<file path="src/rtl/mips_pkg.sv">
// Shared types and constants for the multicycle MIPS memory/decode path.
package mips_pkg;

    typedef enum logic [1:0] {
        StIdle,
        StWait,
        StDone
    } fetch_state_e;

    // Instruction field positions.
    localparam int unsigned OP_HI    = 31;
    localparam int unsigned OP_LO    = 26;
    localparam int unsigned FUNCT_HI = 5;
    localparam int unsigned FUNCT_LO = 0;

    // Wide enough for MEM_LAT-1 with MEM_LAT up to 15.
    localparam int unsigned LAT_CNT_W = 4;

endpackage

</file>
<file path="src/rtl/instr_reg.sv">
// Instruction register with load enable and opcode/funct field extraction.
module instr_reg
    import mips_pkg::*;
(
    input  logic        clk_i,
    input  logic        rst_i,
    input  logic        load_i,
    input  logic [31:0] data_i,
    output logic [31:0] ir_o,
    output logic [5:0]  opcode_o,
    output logic [5:0]  funct_o
);

    logic [31:0] ir_q;
    logic [31:0] ir_d;

    always_comb begin
        ir_d = ir_q;
        if (load_i) begin
            ir_d = data_i;
        end
    end

    always_ff @(posedge clk_i) begin
        if (rst_i) begin
            ir_q <= '0;
        end else begin
            ir_q <= ir_d;
        end
    end

    assign ir_o     = ir_q;
    assign opcode_o = ir_q[OP_HI:OP_LO];
    assign funct_o  = ir_q[FUNCT_HI:FUNCT_LO];

endmodule

</file>
<file path="src/rtl/mem_fetch_ctrl.sv">
// Memory access sequencer: one request per access, fixed latency, MDR capture and IR load.
module mem_fetch_ctrl
    import mips_pkg::*;
#(
    parameter int unsigned DATA_W  = 32,
    parameter int unsigned MEM_LAT = 2
) (
    input  logic              clock,
    input  logic              reset,
    input  logic              req_valid,
    input  logic              req_write,
    input  logic              IouD,
    input  logic [DATA_W-1:0] pc,
    input  logic [DATA_W-1:0] alu_out,
    input  logic [DATA_W-1:0] wr_data,
    input  logic              EscreveIR,
    output logic              req_ready,
    output logic              rsp_valid,
    output logic [DATA_W-1:0] mdr,
    output logic [DATA_W-1:0] mem_addr,
    output logic [DATA_W-1:0] mem_wdata,
    output logic              mem_we,
    input  logic [DATA_W-1:0] mem_rdata,
    output logic [31:0]       ir,
    output logic [5:0]        OPcode,
    output logic [5:0]        funct,
    output logic              proto_err,
    output logic              align_err
);

    localparam logic [LAT_CNT_W-1:0] CntInit = LAT_CNT_W'(MEM_LAT - 1);

    fetch_state_e         state_q, state_d;
    logic [LAT_CNT_W-1:0] cnt_q, cnt_d;
    logic [DATA_W-1:0]    addr_q, addr_d;
    logic [DATA_W-1:0]    wdata_q, wdata_d;
    logic [DATA_W-1:0]    mdr_q, mdr_d;
    logic                 we_q, we_d;
    logic                 first_q, first_d;
    logic                 proto_q, proto_d;
    logic                 align_q, align_d;
    logic [DATA_W-1:0]    sel_addr;

    assign sel_addr = IouD ? alu_out : pc;

    always_comb begin
        state_d = state_q;
        cnt_d   = cnt_q;
        addr_d  = addr_q;
        wdata_d = wdata_q;
        mdr_d   = mdr_q;
        we_d    = we_q;
        first_d = first_q;
        proto_d = proto_q;
        align_d = align_q;

        unique case (state_q)
            StIdle: begin
                if (req_valid) begin
                    addr_d  = {sel_addr[DATA_W-1:2], 2'b00};
                    wdata_d = wr_data;
                    we_d    = req_write;
                    cnt_d   = CntInit;
                    first_d = 1'b1;
                    state_d = StWait;
                    if (sel_addr[1:0] != 2'b00) begin
                        align_d = 1'b1;
                    end
                end
            end
            StWait: begin
                first_d = 1'b0;
                if (cnt_q == '0) begin
                    if (!we_q) begin
                        mdr_d = mem_rdata;
                    end
                    state_d = StDone;
                end else begin
                    cnt_d = cnt_q - LAT_CNT_W'(1);
                end
            end
            StDone: begin
                state_d = StIdle;
            end
            default: begin
                state_d = StIdle;
            end
        endcase

        // No queueing: a request outside IDLE is dropped and flagged.
        if (req_valid && (state_q != StIdle)) begin
            proto_d = 1'b1;
        end
    end

    always_ff @(posedge clock) begin
        if (reset) begin
            state_q <= StIdle;
            cnt_q   <= '0;
            addr_q  <= '0;
            wdata_q <= '0;
            mdr_q   <= '0;
            we_q    <= 1'b0;
            first_q <= 1'b0;
            proto_q <= 1'b0;
            align_q <= 1'b0;
        end else begin
            state_q <= state_d;
            cnt_q   <= cnt_d;
            addr_q  <= addr_d;
            wdata_q <= wdata_d;
            mdr_q   <= mdr_d;
            we_q    <= we_d;
            first_q <= first_d;
            proto_q <= proto_d;
            align_q <= align_d;
        end
    end

    assign req_ready = (state_q == StIdle);
    assign rsp_valid = (state_q == StDone);
    assign mem_addr  = addr_q;
    assign mem_wdata = wdata_q;
    assign mem_we    = (state_q == StWait) && first_q && we_q;
    assign mdr       = mdr_q;
    assign proto_err = proto_q;
    assign align_err = align_q;

    instr_reg u_instr_reg (
        .clk_i    (clock),
        .rst_i    (reset),
        .load_i   (EscreveIR),
        .data_i   (mdr_q[31:0]),
        .ir_o     (ir),
        .opcode_o (OPcode),
        .funct_o  (funct)
    );

endmodule
</file>
<file path="config.mk">
export PLATFORM = sky130hd
export DESIGN_NAME = mem_fetch_ctrl
export DESIGN_NICKNAME = d
export VERILOG_FILES = /design/src/rtl/mips_pkg.sv /design/src/rtl/instr_reg.sv /design/src/rtl/mem_fetch_ctrl.sv
export SDC_FILE = /design/constraint.sdc
export NUM_CORES = 1
export LEC_CHECK = 0
export ABC_CLOCK_PERIOD_IN_PS = 1900
export CAP_MARGIN = 20
export CORE_UTILIZATION = 41
export CTS_BUF_LIST = sky130_fd_sc_hd__clkbuf_4
export CTS_CLUSTER_DIAMETER = 100
export DETAILED_ROUTE_END_ITERATION = 8
export GPL_ROUTABILITY_DRIVEN = 0
export HOLD_SLACK_MARGIN = 0.1
export PLACE_DENSITY_LB_ADDON = 0.1
export REMOVE_ABC_BUFFERS = 1
export SETUP_SLACK_MARGIN = 0.05
export SYNTH_ARGS = -nofsm -noshare
export SYNTH_HDL_FRONTEND = slang
export SYNTH_SLANG_ARGS = --single-unit
</file>
<file path="constraint.sdc">
create_clock -name clock -period 1.9 [get_ports clock]
set_input_delay 0.285 -clock clock [delete_from_list [all_inputs] [get_ports clock]]
set_output_delay 0.285 -clock clock [all_outputs]
set_load 0.02 [all_outputs]
</file>
==> flow_summary.ini <==
[worst_hold_path]
hp-class = primary input to flop

[clock_network]
h-tree-depth = 4
cts_sinks = 136
worstSkewPairLatency_ps = 500
postCtsSetupBuffers = 0
cts_max_path_buffers = 2
numCtsBuffers = 17
cts.clk_slew.worst_paths_ps = 130
tritoncts = built
cts-root-buf = clkbuf_4

[drt]
routed_wl_um = 15800
remaining_drc_errors = 0
viasPerCell = 5.02
via_count = 5172
detail_route.first_pass.iterations = 4
wl_per_cell_um = 15.3
ant_nets = 0
drt_iter0_drc = 287

[logic_synthesis]
yosysUniqueCellTypes = 32
synthAdderAreaFrac_pct = 0.469
synthArstFlopShare_pct = 0
yosys.area_share.simple_pct = 15.0
synth_edf_count = 0
ys_ff_latch = 136
synth_compound_area_share_pct = 14.9
syn_inst = 595
synth_xor_xnor_area_share_pct = 0
avgSynthCellArea_um2 = 8.97
synthMuxAreaShare_pct = 11.8
yosysSeqAreaShare_pct = 51.0
synth_top_family_by_area = simple AND/OR/NAND/NOR gates
netlist_area_mm2 = 0.00534
synth-main-ff-cell = dfxtp_1
synth_warnings = 0

[sta]
finalMaxSlewViolations = 0
fin_crit_sh_pct = 92.8
clock.fmax_mhz = 567
rsz0062_at_grt = false
worstMarginPinSlew_ps = 625
min_period_ps = 1760
skew_ps = 20.5
fin_setup_tns_ps = 0
slew_headroom_pct = 58.3
hold_slack_ps = 220
finalHoldViolCount = 0
finalSetupViolCount = 0

[placement]
port_buffers = 276
placed_area_mm2 = 0.00820
dpl.hpwl_um = 11200
dpl.cell_count = 997

[worst_setup_path]
r2r_cells = 5
critical_path_required_ps = 1620
crit_start = mem_wdata[22]
path_class = flop to output pin
path_max_fanout = 2
critPathBufInv = 1
cp_top_family = buffers and inverters
r2r-end = cnt_q[3]
arrival_ps = 1480
start_kind = flop
worst-path-stages = 1
end_kind = output pin
critical-path-max-stage-delay_ps = 650
r2r_start = cnt_q[0]
critPathSlowestCell = clkdlybuf4s50_1
endpoint = mem_wdata[22]
reg2reg_slack_ps = 180
cp_cell_sequence = clkdlybuf4s50_1

[floorplanning]
die_h_um = 116
rows = 41
die_w_um = 116
die_area_mm2 = 0.0135
io_pins = 279
core_mm2 = 0.0127
start_util_pct = 42.1

[power]
p_leak_nw = 4.92
p_int_mw = 5.20
seqPwrFrac_pct = 42.9
p_clk_share_pct = 28.2
switching_power_mw = 2.43
max-vdd-ir-drop_mv = 0.400
pwr-share-comb_pct = 28.9
p_per_area_mw_per_mm2 = 871
swShare_pct = 31.9

[cells_and_area]
final-seq-area_mm2 = 0.00272
layout_commonest_cell = clkdlybuf4s50_1
mostFrequentLayoutCells = clkdlybuf4s50_1 (166), dfxtp_1 (135), dlymetal6s2s_1 (95), a21oi_1 (68), nand2_1 (66)
finalInstanceArea_mm2 = 0.00876
multi_input_area_mm2 = 0.00228
fillers = 1048
utilization_pct = 69.2
final_layout_size_suffix_gt1_share_pct = 7.23
area.growth.synth_to_final_pct = 64.2
final_cells = 1030
final_nets = 980

[global_routing]
groute.usage.overall_pct = 23.3
grt_overflow = 0
grt_pass1_vias = 5100
antenna_found_initial = 1
grt_max_degree = 75
grt_pass1_wl_um = 24300

[flow_run]
cap_violations = 0

[status]
status = complete, no violations
cell type report:
class | count | area share, %
well taps | 172 | 2.46
inverters | 5 | 0.214
flip-flops and latches | 136 | 31.1
diodes | 1 | 0.0286
repair buffers | 295 | 36.4
clock inverters | 14 | 2.26
clock buffers | 18 | 1.54
multi-input cells | 389 | 26.0
how the worst min path moves through the flow:
stage | depth (start not counted) | endpoint | startpoint | slack, ps
2_1_floorplan | 1 | cnt_q[1] | reset | 350
3_3_place_gp | 2 | proto_err | proto_err | 440
3_5_place_dp | 2 | proto_err | proto_err | 450
4_1_cts | 3 | u_instr_reg.ir_o[1] | EscreveIR | 170
5_1_grt | 3 | u_instr_reg.ir_o[30] | EscreveIR | 170
6_report | 3 | u_instr_reg.ir_o[27] | EscreveIR | 220
tightest hold or removal path: stages:
cell	delay, ps
buf_2	190
mux2i_1	140
nor2_1	80
kinds of logic (layout without fill, tap and decap cells):
family                   count (synthesis)  in the layout
AO/OA/AOI/OAI                          139            139
adder cells (fa/ha/maj)                  2              2
buffers and inverters                   71            332
flip-flops                             136            136
multiplexers                            63             63
other                                    1              3
AND/OR/NAND/NOR                        183            183
routing by layer:
metal	vias to the layer above	part of all wire, %	GRT usage, %	wire [um]
li1	2548	-	-	-
met1	2407	39	24.6	6210
met2	197	51	42.1	8010
met3	20	8.1	8.84	1270
met4	0	1.7	8.21	275
met5	-	0	0	0
registers in the layout, summed over array words and instances (netlist names), 2 cells and up:
name and count:
mdr 32, u_instr_reg.ir_o 32, state_q 2, cnt_q 4
mem_addr 30, mem_wdata 32
through the flow:
step | setup slack [ps] | total power [mW]
CTS | 50.6 | 7.74
global route | 49.9 | 8.03
finish | 136 | 7.63
global placement | 80.3 | 5.55
floorplan | -1750 | 4.34
detailed placement | 51.4 | 5.59
power groups by stage:
stage | Sequential (mW) | Combinational, mW | Clock [mW]
2_1_floorplan | 3.63 | 0.709 | 0
3_3_place_gp | 3.33 | 2.22 | 0
3_5_place_dp | 3.34 | 2.25 | 0
4_1_cts | 3.28 | 2.25 | 2.21
5_1_grt | 3.31 | 2.39 | 2.32
6_report | 3.27 | 2.21 | 2.15
Yosys cell counts, types with 4 or more instances:
cell type / n / area share [%]
mux2i_1: 63 / 12
inv_1: 5 / 0.35
a21oi_1: 68 / 6.4
nor2_1: 65 / 4.6
dfxtp_1: 136 / 51
clkbuf_1: 28 / 2.0
a211oi_1: 32 / 4.5
buf_2: 20 / 1.9
buf_4: 16 / 2.3
o21ai_0: 31 / 2.9
nand3_1: 33 / 3.1
nor3_1: 4 / 0.38
nand2_1: 66 / 4.6
repair_timing:
item,CTS,global route
resized for setup,17,97
hold buffers,0,0
setup endpoints to repair,13,100
Power figures use the tool's default switching activity.
